**config.mk**
```make
export PLATFORM = sky130hd
export DESIGN_NAME = arp_reply_tx_flat
export DESIGN_NICKNAME = d
export VERILOG_FILES = /design/src/rtl/udp_oe_pkg.sv /design/src/rtl/arp_reply_tx_if.sv /design/src/rtl/arp_reply_tx.sv /design/src/flat_wrapper.sv
export SDC_FILE = /design/constraint.sdc
export NUM_CORES = 1
export LEC_CHECK = 0
export BUFFER_PORTS_ARGS = -buffer_cell sky130_fd_sc_hd__buf_4
export CAP_MARGIN = 5
export CORE_MARGIN = 2
export CORE_UTILIZATION = 50
export DETAILED_ROUTE_END_ITERATION = 12
export GPL_TIMING_DRIVEN = 0
export PLACE_DENSITY_LB_ADDON = 0.15
export SETUP_SLACK_MARGIN = 0.1
export SYNTH_ARGS = -nofsm -noshare
export SYNTH_HDL_FRONTEND = slang
export SYNTH_SLANG_ARGS = --single-unit
export TNS_END_PERCENT = 1
```
**constraint.sdc**
```tcl
create_clock -name clk -period 3.5 [get_ports clk]
set_input_delay 0.7 -clock clk [delete_from_list [all_inputs] [get_ports clk]]
set_output_delay 0.7 -clock clk [all_outputs]
set_load 0.01 [all_outputs]
```
**src/rtl/udp_oe_pkg.sv**
```systemverilog
// Shared UDP offload engine definitions: ARP constants and the reply beat former.
// arp_beat() maps a beat index plus the snapshotted addresses onto one 64-bit word.
package udp_oe_pkg;

  localparam logic [15:0] ETHERTYPE_ARP   = 16'h0806;
  localparam logic [15:0] ARP_HTYPE_ETH   = 16'h0001;
  localparam logic [15:0] ARP_PTYPE_IPv4  = 16'h0800;
  localparam logic [7:0]  ARP_HLEN        = 8'h06;
  localparam logic [7:0]  ARP_PLEN        = 8'h04;
  localparam logic [15:0] ARP_OPER_REPLY  = 16'h0002;
  localparam int          ARP_FRAME_BEATS = 8;
  localparam int          ARP_BEAT_W      = $clog2(ARP_FRAME_BEATS);

  typedef enum logic {ST_IDLE, ST_SEND} arp_state_e;

  typedef struct packed {
    logic [47:0] fpga_mac;
    logic [31:0] fpga_ip;
    logic [47:0] host_mac;
    logic [31:0] host_ip;
  } arp_fields_t;

  typedef struct packed {
    logic [63:0] data;
    logic [7:0]  keep;
    logic        last;
  } arp_beat_t;

  function automatic arp_beat_t arp_beat(input logic [ARP_BEAT_W-1:0] beat,
                                         input arp_fields_t f, input logic pad);
    arp_beat_t b;
    b.data = '0;
    b.keep = 8'hFF;
    b.last = 1'b0;
    case (beat)
      3'd0: b.data = {f.host_mac, f.fpga_mac[47:32]};
      3'd1: b.data = {f.fpga_mac[31:0], ETHERTYPE_ARP, ARP_HTYPE_ETH};
      3'd2: b.data = {ARP_PTYPE_IPv4, ARP_HLEN, ARP_PLEN, ARP_OPER_REPLY, f.fpga_mac[47:32]};
      3'd3: b.data = {f.fpga_mac[31:0], f.fpga_ip};
      3'd4: b.data = {f.host_mac, f.host_ip[31:16]};
      3'd5: begin
        b.data = {f.host_ip[15:0], 48'h0};
        // Unpadded frame ends after the two target-IP bytes.
        if (!pad) begin
          b.keep = 8'hC0;
          b.last = 1'b1;
        end
      end
      3'd7: begin
        b.keep = 8'hF0;
        b.last = 1'b1;
      end
      default: ;
    endcase
    return b;
  endfunction

endpackage

```
**src/rtl/arp_reply_tx_if.sv**
```systemverilog
// 64-bit AXI-S link from the ARP reply generator to the TX arbiter.
interface arp_reply_tx_if;
  logic        tvalid;
  logic        tready;
  logic [63:0] tdata;
  logic [7:0]  tkeep;
  logic        tlast;

  modport master (output tvalid, tdata, tkeep, tlast, input tready);
  modport slave  (input tvalid, tdata, tkeep, tlast, output tready);
endinterface

```
**src/rtl/arp_reply_tx.sv**
```systemverilog
// ARP reply frame generator: one-deep request queue, registered AXI-S output,
// reply/drop counters for status CSRs.
module arp_reply_tx
  import udp_oe_pkg::*;
#(
  parameter bit PAD_TO_MIN = 1'b1
) (
  input  logic                  clk,
  input  logic                  rst_n,
  input  logic                  arp_trigger,
  input  logic [47:0]           fpga_mac_adr,
  input  logic [31:0]           fpga_ip_adr,
  input  logic [47:0]           host_mac_adr,
  input  logic [31:0]           host_ip_adr,
  arp_reply_tx_if.master        arp_tx,
  output logic                  busy,
  output logic [15:0]           reply_count,
  output logic [15:0]           drop_count
);

  arp_state_e              state, state_next;
  logic [ARP_BEAT_W-1:0]   beat;
  arp_fields_t             fields, live;
  arp_beat_t               out_q, beat_src;
  logic                    tvalid_q, pending, pending_next, drop;
  logic                    start, accept, done;

  assign live = {fpga_mac_adr, fpga_ip_adr, host_mac_adr, host_ip_adr};

  always_ff @(posedge clk or negedge rst_n) begin
    if (!rst_n) state <= ST_IDLE;
    else        state <= state_next;
  end

  always_comb begin
    state_next = state;
    case (state)
      ST_IDLE: if (start) state_next = ST_SEND;
      ST_SEND: if (done)  state_next = ST_IDLE;
      default: state_next = ST_IDLE;
    endcase
  end

  always_comb begin
    start    = (state == ST_IDLE) && (arp_trigger || pending);
    accept   = (state == ST_SEND) && tvalid_q && arp_tx.tready;
    done     = accept && out_q.last;
    beat_src = start ? arp_beat('0, live, PAD_TO_MIN)
                     : arp_beat(beat + 1'b1, fields, PAD_TO_MIN);
    pending_next = pending;
    drop         = 1'b0;
    // Starting a pending request frees the slot for a trigger in the same cycle.
    if (state == ST_IDLE) begin
      if (pending) pending_next = arp_trigger;
    end else if (arp_trigger) begin
      if (pending) drop = 1'b1;
      else         pending_next = 1'b1;
    end
  end

  always_ff @(posedge clk or negedge rst_n) begin
    if (!rst_n) begin
      fields      <= '0;
      beat        <= '0;
      out_q       <= '0;
      tvalid_q    <= 1'b0;
      pending     <= 1'b0;
      busy        <= 1'b0;
      reply_count <= '0;
      drop_count  <= '0;
    end else begin
      pending <= pending_next;
      busy    <= (state_next == ST_SEND) || pending_next;
      if (drop) drop_count <= drop_count + 16'd1;
      if (start) begin
        fields   <= live;
        beat     <= '0;
        out_q    <= beat_src;
        tvalid_q <= 1'b1;
      end else if (done) begin
        out_q       <= '0;
        tvalid_q    <= 1'b0;
        reply_count <= reply_count + 16'd1;
      end else if (accept) begin
        beat  <= beat + 1'b1;
        out_q <= beat_src;
      end
    end
  end

  assign arp_tx.tvalid = tvalid_q;
  assign arp_tx.tdata  = out_q.data;
  assign arp_tx.tkeep  = out_q.keep;
  assign arp_tx.tlast  = out_q.last;

endmodule

```
**src/flat_wrapper.sv**
```systemverilog
// flat-port wrapper written by rule: the top's interface ports become plain ports
module arp_reply_tx_flat import udp_oe_pkg::*;
#(
  parameter bit PAD_TO_MIN = 1'b1
)
  (clk, rst_n, arp_trigger, fpga_mac_adr, fpga_ip_adr, host_mac_adr, host_ip_adr, busy, reply_count, drop_count, arp_tx_tvalid, arp_tx_tdata, arp_tx_tkeep, arp_tx_tlast, arp_tx_tready);
  arp_reply_tx_if arp_tx_i ();
  input  logic clk;
  input  logic rst_n;
  input  logic arp_trigger;
  input  logic [47:0] fpga_mac_adr;
  input  logic [31:0] fpga_ip_adr;
  input  logic [47:0] host_mac_adr;
  input  logic [31:0] host_ip_adr;
  output logic busy;
  output logic [15:0] reply_count;
  output logic [15:0] drop_count;
  output wire logic [$bits(arp_tx_i.tvalid)-1:0] arp_tx_tvalid;
  output wire logic [$bits(arp_tx_i.tdata)-1:0] arp_tx_tdata;
  output wire logic [$bits(arp_tx_i.tkeep)-1:0] arp_tx_tkeep;
  output wire logic [$bits(arp_tx_i.tlast)-1:0] arp_tx_tlast;
  input wire logic [$bits(arp_tx_i.tready)-1:0] arp_tx_tready;
  assign arp_tx_tvalid = arp_tx_i.tvalid;
  assign arp_tx_tdata = arp_tx_i.tdata;
  assign arp_tx_tkeep = arp_tx_i.tkeep;
  assign arp_tx_tlast = arp_tx_i.tlast;
  assign arp_tx_i.tready = arp_tx_tready;
  arp_reply_tx #(.PAD_TO_MIN(PAD_TO_MIN)) u_core (.clk(clk), .rst_n(rst_n), .arp_trigger(arp_trigger), .fpga_mac_adr(fpga_mac_adr), .fpga_ip_adr(fpga_ip_adr), .host_mac_adr(host_mac_adr), .host_ip_adr(host_ip_adr), .arp_tx(arp_tx_i), .busy(busy), .reply_count(reply_count), .drop_count(drop_count));
endmodule
```
==> flow_summary.ini, run 1 <==
[synthesis]
synth-seq-cells = 266
netlist_top_cells_area = dfrtp_1, nand2_1, a22oi_1
synth.top_cell.area_share_pct = 58.9
synth_flop_cell = dfrtp_1
synth.distinct_cells = 36
yosysTopAreaCell = dfrtp_1
ys_seq_area_share_pct = 58.9
ys_warn_count = 0
avgSynthCellArea_um2 = 9.21
synth.net_count = 1398
async_flop_share_pct = 100
netlist_area_um2 = 11300
synth-edff-count = 0
synthCells = 1227

[critical_path]
end_kind = flip-flop
critical_path_class = reg -> reg
setup.worst_path.start_class = flip-flop
crit_required_ns = 3.90
crit_chain = ha_1, xor2_2, nor2_1, o31ai_4, buf_2, o211ai_1
max_stage_delay_ns = 0.68
slowest_stage = o31ai_4
critPathArrivalTime_ns = 3.15
critPathMaxFanout = 10

[finish]
num_antenna_cells = 0
nets = 1700
design_area_um2 = 14700
final_common_cell = nand2_1
final_cells = 1831
synthToLayoutAreaGrowth_pct = 30.6
fill_cells = 1795
final_util_pct = 67.0
drive_gt1_share_pct = 21.9
layout_common_cells = nand2_1, buf_4, dfrtp_1, clkbuf_1, a22oi_1

[clocking]
cts_made_buffers = 28
cts_resized = 0
cts.sinks = 266
holdBufCountCts = 0
clkTransAtPathRegs_ns = 0.06
ctsRootBufferMaster = clkbuf_16
clkLatencyLatePin_ns = 0.53
htree_levels = 1
cts_tree = built
clockBufferDepth = 3
post_cts_buffers = 0

[placed_design]
dp_hpwl_um = 23400
placed_cells = 1779
dpl_cell_area_um2 = 13700
io_buffer_count = 270
gp_congestion = 0.839

[sta]
finalSetupViolCount = 0
hold_viol = 0
finalCritPeriodShare_pct = 78.5
tightest_slew_ns = 0.967
rsz0062_at_grt = no
fmaxAchievable_mhz = 364
max-slew-margin-rel_pct = 35.1
period_needed_ns = 2.75
maxSlewViolCount = 0
finClkSkew_ns = 0.00686

[routing]
drcViolationCount = 0
drt.antenna.violating_nets = 0
firstDrtPassIters = 5
via_per_inst = 5.51
wire_per_inst_um = 18.3
drt-total-wl_um = 33600
num_vias = 10100
drtIter0Drc = 897

[global_route]
grt_pass1_wl_um = 53100
track_usage_pct = 28.1
grt_pass1_vias = 10100
grt-ovfl-total = 0
antenna_found_initial = 0
grt_max_degree = 110

[flow_run]
cap_violations = 0

[die]
die_w_um = 154
pin_count = 271
core.rowCount = 54
start_util_pct = 51.3
core_um2 = 22000
die_y_um = 154
dieArea_um2 = 23800

[outcome]
status = finished clean

[worst_hold_path]
hold_path_class = in -> async

[pwr]
ir_drop_mv = 0.454
pwr_density_cell_nw_per_um2 = 876
p_leak_nw = 7.49
==> stage by stage <==
stage	setup TNS, ns	hold WS, ns	power [mW]	worst slack, ns
final	0	0.0702	12.9	0.752
after global routing	0	0.0878	13.8	0.608
after CTS	0	0.0639	12.9	0.823
after detailed placement	0	0.462	9.71	0.711
after global placement	-121.00	0.457	9.53	-0.478
after floorplan	0	0.404	7.77	1.63
==> cells by family after synthesis <==
family | synth area share (%)
simple gates | 21.1
flops | 58.9
compound gates | 13.3
buf+inv | 3.28
xor+xnor | 2.55
fa+ha+maj | 0.775
mux | 0.0997
==> critical path, delay by kind of cell, from the launching register on <==
family	cells	cell delay, ns
AOI/OAI and AO/OA	2	0.83
xor gates and xnor gates	1	0.48
DFF	1	0.44
buffers and inverters	1	0.40
adders and majority gates	1	0.30
and+or+nand+nor	1	0.15
==> path summary, 6_finish.rpt <==
kind / endpoint / slack [ns] / start / depth (start not counted)
worst max-delay path: u_core.arp_tx.tdata[20]$_DFFE_PN0P_ / 0.75 / u_core.beat[0]$_DFFE_PN0P_ / 6
worst min-delay path: u_core.drop_count[5]$_DFFE_PN0P_ / 0.07 / rst_n / 1
worst max register to register: u_core.arp_tx.tdata[20]$_DFFE_PN0P_ / 0.75 / u_core.beat[0]$_DFFE_PN0P_ / 6
worst min register to register: u_core.fields[111]$_DFFE_PN0P_ / 0.48 / u_core.fields[111]$_DFFE_PN0P_ / 2
max in group asynchronous: u_core.fields[158]$_DFFE_PN0P_ / 2.08 / rst_n / 3
min in group clk: u_core.fields[119]$_DFFE_PN0P_ / 0.35 / fpga_mac_adr[7] / 3
==> routing by layer <==
layer / vias to the layer above / wire (µm) / global-route usage, %
met1: 4859 / 14200 / 39.9
li1: 4715 / - / -
met4: 0 / 875 / 8.77
met3: 61 / 2810 / 4.54
met5: - / 0 / 0
met2: 451 / 15700 / 44.7
==> state kept, by name, indices dropped and copies added (netlist names) <==
name / count
u_core.beat: 3
u_core.arp_tx.tkeep: 2
u_core.drop_count: 16
u_core.arp_tx.tdata: 64
u_core.state: 1
u_core.busy: 1
u_core.fields: 160
u_core.pending: 1
u_core.arp_tx.tvalid: 1
u_core.arp_tx.tlast: 1
u_core.reply_count: 16
==> cell type report <==
class,count,area [µm²],area share [%]
sequential,266,6660,45.1
multi-input combinational,871,4270,29.0
timing repair buffer,272,2090,14.2
clock buffer,38,830,5.62
buffer,86,355,2.41
tap,280,350,2.38
clock inverter,14,183,1.24
inverter,4,15.0,0.102
==> cells in the mapped netlist, types with 2 or more instances <==
master and instances:
nor3_1 2, clkbuf_1 66, and3_1 7, buf_4 6
nand3_1 9, xnor2_1 24, ha_1 7, and4_1 4
xor2_1 7, a22oi_1 67, o21ai_0 41, and2_1 3
o21ai_1 4, buf_2 4, o221ai_1 15, dfrtp_1 266
a222oi_1 18, o211ai_1 23, nand4_1 9, buf_1 6
clkbuf_2 4, a21oi_1 43, inv_1 4, nand2_1 541
nor2_1 36
==> power breakdown <==
| group | total, mW | switching, mW | internal (mW) |
|---|---|---|---|
| clock | 3.19 | 1.24 | 1.95 |
| combinational | 4.65 | 2.85 | 1.80 |
| sequential | 5.08 | 0.792 | 4.29 |
Note: power is estimated with default switching activity, not from simulation.
==> inputs of run 2 (changes only) <==
Settings changed: ABC_AREA set to 1.
Clock period 3.5 ns to 2.75 ns, I/O delays scaled along.
==> run 2 against run 1 <==
Final area rose by 7.9%; setup slack got worse by 0.18 ns; via count rose by 12%; register-to-register slack got worse by 0.18 ns; first-iteration DRC count rose by 7.6%; sequential share of layout area fell by 3.3 points; combinational power rose by 48%; critical path type unchanged; largest cell class unchanged; largest power group is now combinational logic.
==> flow_summary.ini, run 2 <==
[synthesis]
synth.distinct_cells = 26
netlist_area_um2 = 12400
synth_top_family_by_area = simple AND/OR/NAND/NOR gates
yosysTopAreaCell = dfrtp_1
ys_warn_count = 0
muxShareOfSynthArea_pct = 0
netlist_top_cells_area = dfrtp_1, nand2_1, inv_1
ys_seq_area_share_pct = 53.5
yosys.area_share.adder_pct = 0.704
synth_compound_area_share_pct = 4.65
synth_flop_cell = dfrtp_1
yosys.area_share.simple_pct = 31.8
synth-seq-cells = 266
synth-edff-count = 0
synth.net_count = 1817
synthCells = 1646
synth_common_cells = nand2_1, dfrtp_1, inv_1, o21ai_0, nand3_1
synth_xor_area_share_pct = 1.13
synth.top_cell.area_share_pct = 53.5
avgSynthCellArea_um2 = 7.56
synth.most_common_cell = nand2_1
async_flop_share_pct = 100

[critical_path]
critPathArrivalTime_ns = 2.66
critPathMaxFanout = 10
critical_path_class = reg -> reg
ff2ff_path_depth = 10
setup.worst_path.start_class = flip-flop
crit_required_ns = 3.23
rrSetupSlack_ns = 0.57
end_kind = flip-flop
r2r_start = u_core.beat[0]$_DFFE_PN0P_
r2r_end = u_core.arp_tx.tdata[8]$_DFFE_PN0P_

[sta]
max-slew-margin-rel_pct = 55.4
period_needed_ns = 2.18
finalSetupViolCount = 0
rsz0062_at_grt = no
fmaxAchievable_mhz = 458
maxSlewViolCount = 0
finClkSkew_ns = 0.00959
tightest_slew_ns = 0.669
finalCritPeriodShare_pct = 79.4
hold_viol = 0

[global_route]
top_usage_layer = met2
antenna_found_initial = 0
grtUsageMet3_pct = 3.12
grt_pass1_vias = 11100
track_usage_pct = 26.9
grt_pass1_wl_um = 56500
use_met2_pct = 44.5
grt-ovfl-total = 0
grt_max_degree = 121
grt_use_met1_pct = 38.3

[clocking]
post_cts_buffers = 0
htree_levels = 1
cts_tree = built
clockBufferDepth = 3
holdBufCountCts = 1
ctsRootBufferMaster = clkbuf_16
cts_resized = 0
clkLatencyLatePin_ns = 0.54
cts_made_buffers = 29
cts.sinks = 266
clkTransAtPathRegs_ns = 0.06

[worst_hold_path]
hold_end = u_core.fields[118]$_DFFE_PN0P_
min-delay-start = fpga_mac_adr[6]
hold_depth = 3
hold_path_class = in -> reg

[finish]
synthToLayoutAreaGrowth_pct = 27.9
num_antenna_cells = 0
nets = 2121
layout_common_cells = nand2_1, buf_4, dfrtp_1, inv_1, o21ai_0
final_common_cell = nand2_1
regMostFlops = u_core.fields
largest_reg_flops = 160
final_util_pct = 65.2
fill_cells = 2168
drive_gt1_share_pct = 20.0

[routing]
firstDrtPassIters = 5
drcViolationCount = 0
via_per_inst = 4.93
num_vias = 11300
wire_per_inst_um = 15.2
drtIter0Drc = 965
drt.antenna.violating_nets = 0
drt-total-wl_um = 34900

[flow_run]
cap_violations = 0

[die]
core_um2 = 24400
die_w_um = 162
die_y_um = 162
core.rowCount = 57
start_util_pct = 51.0
dieArea_um2 = 26200
pin_count = 271

[outcome]
status = finished clean

[pwr]
power_mw = 17.2
ir_drop_mv = 0.588
p_leak_nw = 8.92
pwr_density_cell_nw_per_um2 = 1080

[placed_design]
io_buffer_count = 270
dp_hpwl_um = 24600
gp_congestion = 0.821
-- run 2: cell count changes after synthesis, moves of 44 or more --
cell      previous run  this run
o21ai_0             41       109
nand3_1              9        80
inv_1                4       159
clkbuf_1            66        22
a22oi_1             67         0
nand2_1            541       855
-- run 2: layout make-up --
class	instances	area (µm²)	share of cell area, %
buffer	79	394	2.48
clock buffer	48	947	5.95
clock inverter	4	20.0	0.126
inverter	166	623	3.92
multi-input combinational	1135	4770	30.0
sequential	266	6660	41.8
tap	324	405	2.55
timing repair buffer	273	2100	13.2
-- run 2: worst max path at each step --
stage	depth (start not counted)	endpoint	slack, ns	from
floorplan	10	u_core.arp_tx.tdata[26]$_DFFE_PN0P_	1.17	u_core.beat[0]$_DFFE_PN0P_
global placement	1	u_core.arp_tx.tdata[11]$_DFFE_PN0P_	-1.15	rst_n
detailed placement	10	u_core.arp_tx.tdata[1]$_DFFE_PN0P_	0.57	u_core.beat[0]$_DFFE_PN0P_
CTS	10	u_core.arp_tx.tdata[6]$_DFFE_PN0P_	0.55	u_core.beat[0]$_DFFE_PN0P_
global route	10	u_core.arp_tx.tdata[7]$_DFFE_PN0P_	0.40	u_core.beat[0]$_DFFE_PN0P_
finish	10	u_core.arp_tx.tdata[8]$_DFFE_PN0P_	0.57	u_core.beat[0]$_DFFE_PN0P_
-- run 2: stage by stage --
step | hold slack (ns) | setup WS, ns | std cells | area, µm² | setup TNS [ns]
final | 0.203 | 0.567 | 2295 | 15900 | 0
after global routing | 0.201 | 0.399 | 2295 | 15900 | 0
after CTS | 0.184 | 0.548 | 2295 | 15900 | 0
after detailed placement | 0.431 | 0.568 | 2242 | 14900 | 0
after global placement | 0.453 | -1.15 | 2240 | 14900 | -297.74
after floorplan | 0.254 | 1.17 | 1646 | 12400 | 0
-- run 2: worst max-delay path, stage by stage (launching register included) --
cell,delay (ns)
dfrtp_1,0.42
inv_1,0.13
ha_1,0.17
clkbuf_1,0.45
nor2_1,0.08
nand3_1,0.10
nand2_1,0.09
inv_2,0.21
buf_2,0.30
nand2_1,0.10
nand2_1,0.07
-- run 2: where the power goes --
group	total, mW	internal, mW	switching (mW)	leakage [nW]
Combinational	6.88	2.51	4.37	5.05
Clock	3.88	2.32	1.56	0.486
Sequential	6.47	5.53	0.941	3.39
-- run 2: logic make-up (layout without fill, tap and decap cells) --
family          after synthesis  in the layout
fa+ha+maj                     7              7
compound gates              115            115
simple gates                997            997
buf+inv                     245            570
xor+xnor                     16             16
flops                       266            266
-- run 2: routing by layer --
layer  vias to the layer above  wire length (µm)
met4                         0               742
met3                        52              2210
li1                       5588                 -
met2                       363             16300
met5                         -                 0
met1                      5313             15600
==> inputs of run 3 (changes only) <==
Clock period 2.75 ns to 2.1 ns, I/O delays scaled along.
==> run 3 against run 2 <==
Die area unchanged; setup slack worse by 0.39 ns; sequential cell count unchanged; fmax up 14%; global-route usage about the same; sequential power up 31%; sequential share of layout area down 0.12 points; non-clock buffer count down 1; largest power group unchanged.
==> flow_summary.ini, run 3 (synthesis gave the netlist of run 2 again) <==
[critical_path]
setup.worst_path.start_class = flip-flop
critical_path_class = reg -> reg
slowest_stage = clkbuf_1
max_stage_delay_ns = 0.57
crit_chain = ha_1, buf_2, clkbuf_1, nand3_1, nand3_1, nand2_1, nand2_1
crit_required_ns = 2.58
critPathArrivalTime_ns = 2.40
end_kind = flip-flop
critPathMaxFanout = 10

[die]
core.rowCount = 57
start_util_pct = 51.0
pin_count = 271
dieArea_um2 = 26200
core_um2 = 24400
die_w_um = 162
die_y_um = 162

[finish]
final_util_pct = 65.4
layout_common_cells = nand2_1, buf_4, dfrtp_1, inv_1, o21ai_0
drive_gt1_share_pct = 20.2
nets = 2120
design_area_um2 = 16000
fill_cells = 2162
num_antenna_cells = 0
largest_reg_flops = 160
regMostFlops = u_core.fields
synthToLayoutAreaGrowth_pct = 28.3
final_common_cell = nand2_1

[sta]
finalSetupTns_ns = 0
fmaxAchievable_mhz = 521
hold_viol = 0
finClkSkew_ns = 0.0102
finalCritPeriodShare_pct = 91.4
max-slew-margin-rel_pct = 53.6
rsz0062_at_grt = yes
maxSlewViolCount = 0
finalSetupViolCount = 0
holdWs_ns = 0.0730
tightest_slew_ns = 0.696
period_needed_ns = 1.92

[placed_design]
dp_hpwl_um = 24600
gp_congestion = 0.821
dpl_cell_area_um2 = 14900
io_buffer_count = 270

[global_route]
antenna_found_initial = 0
grt_pass1_vias = 11100
grt_pass1_wl_um = 56500
grt_max_degree = 121
grt-ovfl-total = 0
track_usage_pct = 26.9

[clocking]
cts_made_buffers = 29
clkLatencyLatePin_ns = 0.55
clockBufferDepth = 3
cts.sinks = 266
post_cts_buffers = 0
htree_levels = 1
clkTransAtPathRegs_ns = 0.06
ctsRootBufferMaster = clkbuf_16
cts_tree = built

[routing]
drcViolationCount = 0
firstDrtPassIters = 6
via_per_inst = 4.96
drt-total-wl_um = 35000
num_vias = 11400
drt.antenna.violating_nets = 0
wire_per_inst_um = 15.3
drtIter0Drc = 928

[flow_run]
cap_violations = 0

[worst_hold_path]
hold_path_class = in -> reg

[outcome]
status = finished clean

[pwr]
ir_drop_mv = 0.770
pwr_density_cell_nw_per_um2 = 1420
power_mw = 22.7
p_leak_nw = 8.94
## run 3: area by class of cell
class / count / area (µm²) / area share (%)
buffer: 78 / 424 / 2.66
clock buffer: 48 / 947 / 5.93
sequential: 266 / 6660 / 41.7
inverter: 166 / 626 / 3.92
tap: 324 / 405 / 2.54
timing repair buffer: 273 / 2100 / 13.2
multi-input combinational: 1135 / 4780 / 30.0
clock inverter: 4 / 20.0 / 0.125
## run 3: report_power, final
group / internal (mW) / leakage, nW / switching (mW)
clock network: 3.04 / 0.486 / 2.05
registers: 7.24 / 3.39 / 1.23
logic: 3.38 / 5.07 / 5.76
total: 13.7 / 8.94 / 9.04
## run 3: path summary, 6_finish.rpt
check / start / to / slack [ns] / depth (start not counted)
min in group asynchronous: rst_n / u_core.fields[118]$_DFFE_PN0P_ / 0.34 / 2
max in group asynchronous: rst_n / u_core.fields[27]$_DFFE_PN0P_ / 0.83 / 3
setup / recovery: u_core.beat[0]$_DFFE_PN0P_ / u_core.arp_tx.tdata[15]$_DFFE_PN0P_ / 0.18 / 7
setup reg to reg: u_core.beat[0]$_DFFE_PN0P_ / u_core.arp_tx.tdata[15]$_DFFE_PN0P_ / 0.18 / 7
hold reg to reg: u_core.fields[7]$_DFFE_PN0P_ / u_core.fields[7]$_DFFE_PN0P_ / 0.47 / 2
hold / removal: fpga_mac_adr[6] / u_core.fields[118]$_DFFE_PN0P_ / 0.07 / 3
## run 3: worst max-delay path: cells and delay by family, from the launching register on
family                     cells  cell delay (ns)
DFF                            1             0.41
and+or+nand+nor                4             0.39
adders and majority gates      1             0.20
buffers and inverters          2             0.84
## run 3: metal layers
layer | GRT usage [%] | vias up | wire [µm]
met5 | 0 | - | 0
met4 | 6.76 | 0 | 797
met3 | 3.12 | 53 | 2100
met2 | 44.5 | 363 | 16300
met1 | 38.4 | 5361 | 15800
li1 | - | 5590 | -
## run 3: repair_timing
action | CTS | global route
hold buffers | 1 | 0
endpoints found under the setup margin | 60 | 61
gates resized for setup | 3 | 20
hold endpoints to repair | 29 | 0
## run 3: through the flow
step / instances / setup slack (ns)
2_1_floorplan: 1646 / 0.520
3_3_place_gp: 2240 / -1.67
3_5_place_dp: 2242 / -0.0824
4_1_cts: 2295 / 0.0696
5_1_grt: 2294 / 0.0765
6_report: 2294 / 0.181
